[src/rtl/outbuf_drain_pkg.sv]
// Shared output-SRAM definitions: FSM encodings, MNT field layout, word geometry
// and the packed-result word count used by both the writer and the drain.
package outbuf_drain_pkg;

  localparam int DW  = 64;
  localparam int AW  = 4;
  localparam int EPW = 4;

  localparam int M_MSB = 11;
  localparam int M_LSB = 8;
  localparam int N_MSB = 7;
  localparam int N_LSB = 4;
  localparam int T_MSB = 3;
  localparam int T_LSB = 0;

  typedef enum logic [1:0] {
    IDLE = 2'd0,
    RUN  = 2'd1,
    FIN  = 2'd2
  } state_t;

  // Words holding M*T 16-bit results, 4 per word; out-of-range dims saturate to a full SRAM.
  function automatic logic [7:0] word_count(input logic [11:0] mnt);
    logic [3:0] m;
    logic [3:0] t;
    logic [7:0] prod;
    m    = mnt[M_MSB:M_LSB];
    t    = mnt[T_MSB:T_LSB];
    prod = 8'(m) * 8'(t) + 8'(EPW - 1);
    if ((m > 4'd8) || (t > 4'd8))
      word_count = 8'd16;
    else
      word_count = prod >> $clog2(EPW);
  endfunction

endpackage

[src/rtl/outbuf_drain_if.sv]
// Output-SRAM read port plus result stream; master is the drain, slave is SRAM/consumer side.
interface outbuf_drain_if #(
  parameter int DW = outbuf_drain_pkg::DW,
  parameter int AW = outbuf_drain_pkg::AW
);
  logic          EN_O;
  logic          RW_O;
  logic [AW-1:0] ADDR_O;
  logic [DW-1:0] RDATA_O;
  logic          OUT_VALID;
  logic          OUT_READY;
  logic [DW-1:0] OUT_DATA;
  logic          OUT_LAST;

  modport master (
    output EN_O, RW_O, ADDR_O, OUT_VALID, OUT_DATA, OUT_LAST,
    input  RDATA_O, OUT_READY
  );

  modport slave (
    input  EN_O, RW_O, ADDR_O, OUT_VALID, OUT_DATA, OUT_LAST,
    output RDATA_O, OUT_READY
  );
endinterface

[src/rtl/outbuf_fifo.sv]
// Skid FIFO for returning SRAM words; head visible combinationally, push/pop same edge.
// Push while full is accepted only when a pop frees the slot in the same cycle.
module outbuf_fifo #(
  parameter int  DW     = 64,
  parameter int  FDEPTH = 2,
  localparam int PW     = (FDEPTH > 1) ? $clog2(FDEPTH) : 1,
  localparam int CW     = $clog2(FDEPTH + 1)
) (
  input  logic          CLK,
  input  logic          RSTN,
  input  logic          push,
  input  logic [DW-1:0] push_dat,
  input  logic          pop,
  output logic [DW-1:0] head_dat,
  output logic [CW-1:0] count
);

  logic [DW-1:0] mem [FDEPTH];
  logic [PW-1:0] wr_ptr;
  logic [PW-1:0] rd_ptr;
  logic          do_push;
  logic          do_pop;

  function automatic logic [PW-1:0] ptr_inc(input logic [PW-1:0] p);
    return (p == PW'(FDEPTH - 1)) ? '0 : p + 1'b1;
  endfunction

  assign do_pop  = pop && (count != '0);
  assign do_push = push && ((count != CW'(FDEPTH)) || do_pop);

  always_ff @(posedge CLK or negedge RSTN) begin
    if (!RSTN) begin
      wr_ptr <= '0;
      rd_ptr <= '0;
      count  <= '0;
      for (int i = 0; i < FDEPTH; i++) mem[i] <= '0;
    end else begin
      if (do_push) begin
        mem[wr_ptr] <= push_dat;
        wr_ptr      <= ptr_inc(wr_ptr);
      end
      if (do_pop) rd_ptr <= ptr_inc(rd_ptr);
      case ({do_push, do_pop})
        2'b10:   count <= count + 1'b1;
        2'b01:   count <= count - 1'b1;
        default: count <= count;
      endcase
    end
  end

  assign head_dat = mem[rd_ptr];

endmodule

[src/rtl/outbuf_drain.sv]
// Drains packed results from the output SRAM to a valid/ready stream: first word 3 cycles
// after START, then 1 word/cycle; reads are credit-limited so the skid FIFO never overflows.
module outbuf_drain #(
  parameter int DW     = outbuf_drain_pkg::DW,
  parameter int AW     = outbuf_drain_pkg::AW,
  parameter int FDEPTH = 2
) (
  input  logic               CLK,
  input  logic               RSTN,
  input  logic [11:0]        MNT,
  input  logic               START,
  output logic               BUSY,
  output logic               DONE,
  outbuf_drain_if.master     bus
);
  import outbuf_drain_pkg::*;

  localparam int CW  = $clog2(FDEPTH + 1);
  localparam int WCW = AW + 1;

  state_t         state_q;
  state_t         state_d;
  logic [WCW-1:0] wcnt_q;
  logic [WCW-1:0] rd_addr_q;
  logic [WCW-1:0] sent_q;
  logic           inflight_q;
  logic [CW-1:0]  fifo_count;
  logic [DW-1:0]  head_dat;
  logic [CW:0]    credit_use;
  logic           issue;
  logic           pop;
  logic           out_vld;
  logic           out_last;

  assign out_vld  = (fifo_count != '0);
  assign pop      = out_vld && bus.OUT_READY;
  assign out_last = out_vld && (sent_q == wcnt_q - 1'b1);

  // Occupancy after this cycle, counting the read already on its way back from SRAM.
  assign credit_use = (CW+1)'(fifo_count) + (CW+1)'(inflight_q) - (CW+1)'(pop);
  assign issue      = (state_q == RUN) && (rd_addr_q < wcnt_q) &&
                      (credit_use < (CW+1)'(FDEPTH));

  always_ff @(posedge CLK or negedge RSTN) begin
    if (!RSTN) state_q <= IDLE;
    else       state_q <= state_d;
  end

  always_comb begin
    state_d = state_q;
    unique case (state_q)
      IDLE:    if (START) state_d = (word_count(MNT) == 8'd0) ? FIN : RUN;
      RUN:     if (pop && out_last) state_d = FIN;
      FIN:     state_d = IDLE;
      default: state_d = IDLE;
    endcase
  end

  always_ff @(posedge CLK or negedge RSTN) begin
    if (!RSTN) begin
      wcnt_q     <= '0;
      rd_addr_q  <= '0;
      sent_q     <= '0;
      inflight_q <= 1'b0;
    end else begin
      inflight_q <= issue;
      if ((state_q == IDLE) && START) begin
        wcnt_q    <= WCW'(word_count(MNT));
        rd_addr_q <= '0;
        sent_q    <= '0;
      end else begin
        if (issue) rd_addr_q <= rd_addr_q + 1'b1;
        if (pop)   sent_q    <= sent_q + 1'b1;
      end
    end
  end

  outbuf_fifo #(.DW(DW), .FDEPTH(FDEPTH)) u_fifo (
    .CLK      (CLK),
    .RSTN     (RSTN),
    .push     (inflight_q),
    .push_dat (bus.RDATA_O),
    .pop      (pop),
    .head_dat (head_dat),
    .count    (fifo_count)
  );

  assign BUSY          = (state_q == RUN);
  assign DONE          = (state_q == FIN);
  assign bus.EN_O      = issue;
  assign bus.RW_O      = 1'b0;
  assign bus.ADDR_O    = issue ? rd_addr_q[AW-1:0] : '0;
  assign bus.OUT_VALID = out_vld;
  assign bus.OUT_DATA  = head_dat;
  assign bus.OUT_LAST  = out_last;

endmodule

[src/flat_wrapper.sv]
// flat-port wrapper written by rule: the top's interface ports become plain ports
module outbuf_drain_flat import outbuf_drain_pkg::*;
#(
  parameter int DW     = outbuf_drain_pkg::DW,
  parameter int AW     = outbuf_drain_pkg::AW,
  parameter int FDEPTH = 2
)
  (CLK, RSTN, MNT, START, BUSY, DONE, bus_EN_O, bus_RW_O, bus_ADDR_O, bus_OUT_VALID, bus_OUT_DATA, bus_OUT_LAST, bus_RDATA_O, bus_OUT_READY);
  outbuf_drain_if #(.DW(DW), .AW(AW)) bus_i ();
  input  logic CLK;
  input  logic RSTN;
  input  logic [11:0] MNT;
  input  logic START;
  output logic BUSY;
  output logic DONE;
  output wire logic [$bits(bus_i.EN_O)-1:0] bus_EN_O;
  output wire logic [$bits(bus_i.RW_O)-1:0] bus_RW_O;
  output wire logic [$bits(bus_i.ADDR_O)-1:0] bus_ADDR_O;
  output wire logic [$bits(bus_i.OUT_VALID)-1:0] bus_OUT_VALID;
  output wire logic [$bits(bus_i.OUT_DATA)-1:0] bus_OUT_DATA;
  output wire logic [$bits(bus_i.OUT_LAST)-1:0] bus_OUT_LAST;
  input wire logic [$bits(bus_i.RDATA_O)-1:0] bus_RDATA_O;
  input wire logic [$bits(bus_i.OUT_READY)-1:0] bus_OUT_READY;
  assign bus_EN_O = bus_i.EN_O;
  assign bus_RW_O = bus_i.RW_O;
  assign bus_ADDR_O = bus_i.ADDR_O;
  assign bus_OUT_VALID = bus_i.OUT_VALID;
  assign bus_OUT_DATA = bus_i.OUT_DATA;
  assign bus_OUT_LAST = bus_i.OUT_LAST;
  assign bus_i.RDATA_O = bus_RDATA_O;
  assign bus_i.OUT_READY = bus_OUT_READY;
  outbuf_drain #(.DW(DW), .AW(AW), .FDEPTH(FDEPTH)) u_core (.CLK(CLK), .RSTN(RSTN), .MNT(MNT), .START(START), .BUSY(BUSY), .DONE(DONE), .bus(bus_i));
endmodule
[config.mk]
export PLATFORM = sky130hd
export DESIGN_NAME = outbuf_drain_flat
export DESIGN_NICKNAME = d
export VERILOG_FILES = /design/src/rtl/outbuf_drain_pkg.sv /design/src/rtl/outbuf_drain_if.sv /design/src/rtl/outbuf_fifo.sv /design/src/rtl/outbuf_drain.sv /design/src/flat_wrapper.sv
export SDC_FILE = /design/constraint.sdc
export NUM_CORES = 1
export LEC_CHECK = 0
export CAP_MARGIN = 40
export CELL_PAD_IN_SITES_DETAIL_PLACEMENT = 2
export CELL_PAD_IN_SITES_GLOBAL_PLACEMENT = 2
export CORE_MARGIN = 2
export CORE_UTILIZATION = 37
export DETAILED_ROUTE_END_ITERATION = 10
export PLACE_DENSITY_LB_ADDON = 0.15
export SKIP_LAST_GASP = 1
export SYNTH_ARGS = -nofsm -noshare
export SYNTH_HDL_FRONTEND = slang
export SYNTH_SLANG_ARGS = --single-unit
[constraint.sdc]
create_clock -name CLK -period 5.36 [get_ports CLK]
set_input_delay 1.072 -clock CLK [delete_from_list [all_inputs] [get_ports CLK]]
set_output_delay 1.072 -clock CLK [all_outputs]
set_load 0.005 [all_outputs]
==> results of run 1 <==
[placed cells by master (no fill, tap or decap), types with 4 or more instances in the layout]
master	n
buf_4	8
a21oi_1	4
clkdlybuf4s50_1	147
dfrtp_1	149
xor2_1	8
nand2b_1	6
clkbuf_16	17
o21ai_0	8
inv_1	18
nand4_1	4
fa_1	4
and2_1	8
clkinvlp_4	6
a211oi_1	5
ha_1	21
xnor2_1	12
nor2_1	18
mux2_2	192
and2_2	4
nand2_1	21
[critical path: stages]
cell             delay [ps]
clkdlybuf4s50_1         550
nand2_1                 100
inv_1                    90
ha_1                    220
nand2b_1                160
fa_1                    510
nand4b_1                110
a311oi_2                490
and2_2                  230
clkdlybuf4s50_1         500
[final timing paths]
path | end | cells after the start
max in group asynchronous | u_core.u_fifo.mem[103] | 3
min in group asynchronous | u_core.u_fifo.mem[18] | 1
worst min register to register | u_core.u_fifo.mem[4] | 1
worst min-delay path | u_core.u_fifo.mem[4] | 1
worst max register to register | u_core.rd_addr_q[1] | 11
worst max-delay path | bus_ADDR_O[1] | 10
[sequential cells by signal, summed over array words and instances (netlist names)]
name                  flops
u_core.inflight_q         1
u_core.rd_addr_q          5
u_core.sent_q             5
u_core.state_q            2
u_core.u_fifo.count       2
u_core.u_fifo.mem       128
u_core.u_fifo.rd_ptr      1
u_core.u_fifo.wr_ptr      1
u_core.wcnt_q             5
[metrics by stage]
stage	util (%)	instances
global placement	46.76	948
CTS	50.28	983
global route	50.28	983
finish	50.28	983
floorplan	-	551
detailed placement	47.18	951
[routing by layer]
metal | part of all wire, % | wire, microns
met3 | 2.5 | 526
met5 | 0 | 0
met4 | 1.2 | 238
met1 | 42 | 8706
met2 | 54 | 11180
[final cells by class]
cell class | count | share of cell area (%)
clock buffers | 19 | 4.409
clock inverters | 13 | 1.759
inverters | 18 | 0.6882
multi-input cells | 359 | 34.97
flip-flops and latches | 150 | 38.24
well taps | 265 | 3.377
repair buffers | 159 | 16.55
[logic make-up after synthesis]
logic type,Yosys count,share of synthesized area [%]
xor gates and xnor gates,20,2.378
buffers and inverters,42,2.497
adders and majority gates,25,4.654
and+or+nand+nor,81,5.878
muxes,195,29.76
DFF,150,50.96
other,1,0.05091
AOI/OAI and AO/OA,37,3.822
[power groups by stage]
| stage | combinational [mW] | clock, mW | sequential [mW] |
|---|---|---|---|
| 2_1_floorplan | 1.55 | 0 | 1.90 |
| 3_3_place_gp | 2.57 | 0 | 1.99 |
| 3_5_place_dp | 2.72 | 0 | 2.07 |
| 4_1_cts | 2.78 | 1.28 | 2.08 |
| 5_1_grt | 2.93 | 1.32 | 2.16 |
| 6_report | 2.72 | 1.24 | 2.07 |
==> impl_metrics.json, run 1 <==
{
  "num_antenna_cells": 0,
  "start_kind": "input port",
  "htreeDepth": 4,
  "viasPerCell": 5.065,
  "initial_core_util_pct": 37.72,
  "yosysWarnings": 0,
  "clk_latency_ps": 420,
  "fmax_ghz": 0.1966,
  "final_area_sq_mm": 0.009818,
  "slew_viol_final": 0,
  "netlist_area_sq_mm": 0.007366,
  "ctsHoldBuffers": 0,
  "drive_gt1_share_pct": 34.54,
  "worst_pin_slew_ps": 642.4,
  "syn_avg_cell_area_sq_um": 13.37,
  "synth_edf_count": 0,
  "finalSetupViolations": 0,
  "synthArstFlopShare_pct": 100.0,
  "drcViolationCount": 0,
  "io_buffers": 148,
  "clk_pin_slew_ps": 50,
  "ant_nets": 0,
  "met1_usage_pct": 24.35,
  "antenna_found_initial": 0,
  "drtIter0Drc": 135,
  "netlist.area_leader.share_pct": 50.96,
  "fp.dieH_microns": 145.1,
  "setup_tns_ps": 0,
  "synth_ff_type": "dfrtp_1",
  "r2r_setup_slack_ps": 2150,
  "hold_viol": 0,
  "dr_total_vias": 4979,
  "cts_tree": "built",
  "nFillCells": 1903,
  "setup_ws_ps": 273.0,
  "internal-power_mw": 4.136,
  "routabilityCongestion": 0.7842,
  "p_sw_share_pct": 31.44,
  "finalHoldWorstSlack_ps": 502.3,
  "grt_max_degree": 64,
  "layout.nets": 810,
  "dieArea_sq_mm": 0.02105,
  "fin_crit_ps": 5087,
  "synth_fp_nets": 656,
  "rows": 51,
  "multi_input_area_sq_mm": 0.003433,
  "crit_path_end_kind": "output pin",
  "wl_per_cell_microns": 21.01,
  "gr-total-overflow": 0,
  "dr.pass1.iters": 4,
  "status": "complete, no violations",
  "peakVddDrop_uv": 277.5,
  "cp-startpoint": "bus_OUT_READY",
  "wirelength_mm": 20.65,
  "clockBufferDepth": 2,
  "p_per_area_mw_per_mm2": 614.5,
  "yosysUniqueCellTypes": 48,
  "cts_post_setup_buffers_inserted": 0,
  "ioPinCount": 154,
  "fin_crit_sh_pct": 94.91,
  "area_delta_synth_final_pct": 33.29,
  "maxCapViolCount": 0,
  "p_leak_nw": 4.154,
  "crit_type": "input port to output pin",
  "fp.dieW_microns": 145.1,
  "dpl_cell_area_sq_mm": 0.009213,
  "cts_resized": 0,
  "skew_ps": 7.938,
  "cts_buffers": 17,
  "seq_area_sq_mm": 0.003755,
  "crit_required_ps": 4290,
  "hp-start": "u_core.u_fifo.mem[4]",
  "postSynthCellCount": 551,
  "ys_ff_latch": 150,
  "yosys-top-cells-count": "192 x mux2_2, 150 x dfrtp_1, 21 x ha_1, 21 x nand2_1",
  "total_power_mw": 6.033,
  "worstPathArrival_ps": 4020,
  "yosysMostFrequentCell": "mux2_2",
  "met3_usage_pct": 3.931,
  "power_frac_comb_pct": 45.0,
  "hpwl_mm": 13.65,
  "yosys.area.top_type": "dfrtp_1",
  "grt_busiest_layer": "met2",
  "grt.total_usage_pct": 20.51,
  "slew_headroom_pct": 57.17,
  "rr_startpoint": "u_core.u_fifo.count[0]",
  "sequentialPowerShare_pct": 34.3,
  "dp_slack_ps": 273.9,
  "coreArea_sq_mm": 0.01953,
  "rsz0062_at_grt": "no",
  "grt_first_pass_wirelength_mm": 33.68,
  "clock-sinks": 150,
  "power.share.clock_pct": 20.6,
  "holdCritPathClass": "flip-flop to flip-flop",
  "use_met2_pct": 37.95,
  "netlist_top_cells_area": "dfrtp_1 51%, mux2_2 29%, ha_1 3.6%",
  "cp_max_fo": 6,
  "switching_power_mw": 1.897,
  "cts-root-buf": "clkbuf_16",
  "grt_pass1_vias": 5839,
  "ys_seq_area_share_pct": 50.96
}
(Power assumes the default switching activity.)
==> inputs of run 2 (changes only) <==
--- a/config.mk
+++ b/config.mk
@@ -13,6 +13,7 @@
 export DETAILED_ROUTE_END_ITERATION = 10
 export PLACE_DENSITY_LB_ADDON = 0.15
 export SKIP_LAST_GASP = 1
+export SLEW_MARGIN = 20
 export SYNTH_ARGS = -nofsm -noshare
 export SYNTH_HDL_FRONTEND = slang
 export SYNTH_SLANG_ARGS = --single-unit
==> run 2 against run 1 <==
Sequential power about the same. Die area did not move. Non-clock buffer count unchanged. Combinational power is essentially flat. Via count is 0.74% lower. Clock skew is 3.5 ps higher. Power grew 0.55%. Sequential cell count unchanged. Fmax decreased by 1.8%. Design area increased by 0.10%. Largest cell class unchanged. Highest routed layer unchanged.
==> impl_metrics.json, run 2 (same netlist as run 1, synthesis figures left out) <==
{
  "regMostFlops": "u_core.u_fifo.mem",
  "peakVddDrop_uv": 271.9,
  "finalSetupViolations": 0,
  "ioPinCount": 154,
  "p_per_area_mw_per_mm2": 617.3,
  "wl_met2_mm": 10.87,
  "clk_pin_slew_ps": 60,
  "fp.dieH_microns": 145.1,
  "final_area_sq_mm": 0.009828,
  "cts_post_setup_buffers_inserted": 0,
  "num_antenna_cells": 0,
  "ctsHoldBuffers": 0,
  "status": "complete, no violations",
  "hpwl_mm": 13.85,
  "nFillCells": 1901,
  "grt_max_degree": 64,
  "antenna_found_initial": 0,
  "wirelength_mm": 20.31,
  "coreArea_sq_mm": 0.01953,
  "r2r_setup_slack_ps": 2040,
  "drcViolationCount": 0,
  "worst_pin_slew_ps": 653.2,
  "crit_required_ps": 4290,
  "r2r_cells": 11,
  "routabilityCongestion": 0.7842,
  "drive_gt1_share_pct": 34.54,
  "hold_viol": 0,
  "htreeDepth": 4,
  "dr.pass1.iters": 4,
  "fin_crit_ps": 5181,
  "cts_buffers": 17,
  "grt_first_pass_wirelength_mm": 33.84,
  "initial_core_util_pct": 37.72,
  "slew_headroom_pct": 56.45,
  "met1_length_mm": 8.821,
  "clockBufferDepth": 2,
  "grt.total_usage_pct": 20.40,
  "wl_per_cell_microns": 20.66,
  "drtIter0Drc": 80,
  "worstPathArrival_ps": 4110,
  "rows": 51,
  "cts_resized": 0,
  "io_buffers": 148,
  "cts_tree": "built",
  "ant_nets": 0,
  "fp.dieW_microns": 145.1,
  "p_leak_nw": 4.170,
  "gr-total-overflow": 0,
  "fmax_ghz": 0.1930,
  "skew_ps": 11.43,
  "grt_pass1_vias": 5973,
  "dieArea_sq_mm": 0.02105,
  "dr_total_vias": 4942,
  "layout_commonest_cell": "mux2_2",
  "area_delta_synth_final_pct": 33.43,
  "final_cell_mix": "192 x mux2_2, 149 x dfrtp_1, 147 x clkdlybuf4s50_1",
  "holdCritPathClass": "flip-flop to flip-flop",
  "route.met3.wl_microns": 422,
  "cts-root-buf": "clkbuf_16",
  "layout.nets": 810,
  "crit_path_end_kind": "output pin",
  "largest_reg_flops": 128,
  "crit_type": "input port to output pin",
  "start_kind": "input port",
  "highest_layer": "met4",
  "setup_tns_ps": 0,
  "viasPerCell": 5.027,
  "hold_path_depth": 1,
  "cp_max_fo": 6,
  "maxCapViolCount": 0,
  "clock-sinks": 150,
  "slew_viol_final": 0,
  "clk_latency_ps": 420,
  "fin_crit_sh_pct": 96.66,
  "dpl_cell_area_sq_mm": 0.009198,
  "rsz0062_at_grt": "no"
}
## run 2: area by class of cell
cell class	instances	area [sq um]	area share, %
Tap cell	265	331.6	3.374
Sequential cell	150	3755	38.20
Clock buffer	19	432.9	4.405
Inverter	18	67.56	0.6875
Clock inverter	13	197.7	2.011
Multi-Input combinational cell	359	3433	34.93
Timing Repair Buffer	159	1610	16.38
## run 2: final timing paths
check | to | startpoint
worst min-delay path | u_core.u_fifo.mem[2] | u_core.u_fifo.mem[2]
worst min register to register | u_core.u_fifo.mem[2] | u_core.u_fifo.mem[2]
max in group asynchronous | u_core.u_fifo.mem[107] | RSTN
worst max-delay path | bus_ADDR_O[1] | bus_OUT_READY
worst max register to register | u_core.rd_addr_q[2] | u_core.u_fifo.count[0]
min in group asynchronous | u_core.u_fifo.mem[82] | RSTN
## run 2: metal layers
layer	up-vias	global-route usage [%]
li1	2259	-
met1	2587	25.44
met2	86	37.00
met3	10	3.145
met4	0	5.147
met5	-	0
## run 2: worst max-delay path: stages
cell             delay, ps
clkdlybuf4s50_1        540
nand2_1                100
inv_1                  100
ha_1                   230
nand2b_1               170
fa_1                   530
nand4b_1               130
a311oi_2               510
and2_2                 230
clkdlybuf4s50_1        500
## run 2: metrics by stage
| stage | hold WS [ps] | setup slack (ps) | utilization [%] | cells | power (mW) |
|---|---|---|---|---|---|
| 2_1_floorplan | 473.6 | 1315 | - | 551 | 3.448 |
| 3_3_place_gp | 480.9 | 377.2 | 46.76 | 948 | 4.563 |
| 3_5_place_dp | 490.7 | 274.1 | 47.10 | 951 | 4.787 |
| 4_1_cts | 505.6 | 182.6 | 50.33 | 983 | 6.166 |
| 5_1_grt | 517.8 | 29.68 | 50.33 | 983 | 6.466 |
| 6_report | 500.3 | 179.1 | 50.33 | 983 | 6.067 |
## run 2: where the power goes
| part | internal [mW] | leakage [nW] | switching (mW) |
|---|---|---|---|
| clock network | 0.788 | 0.296 | 0.500 |
| logic | 1.71 | 2.06 | 1.01 |
| registers | 1.69 | 1.81 | 0.380 |
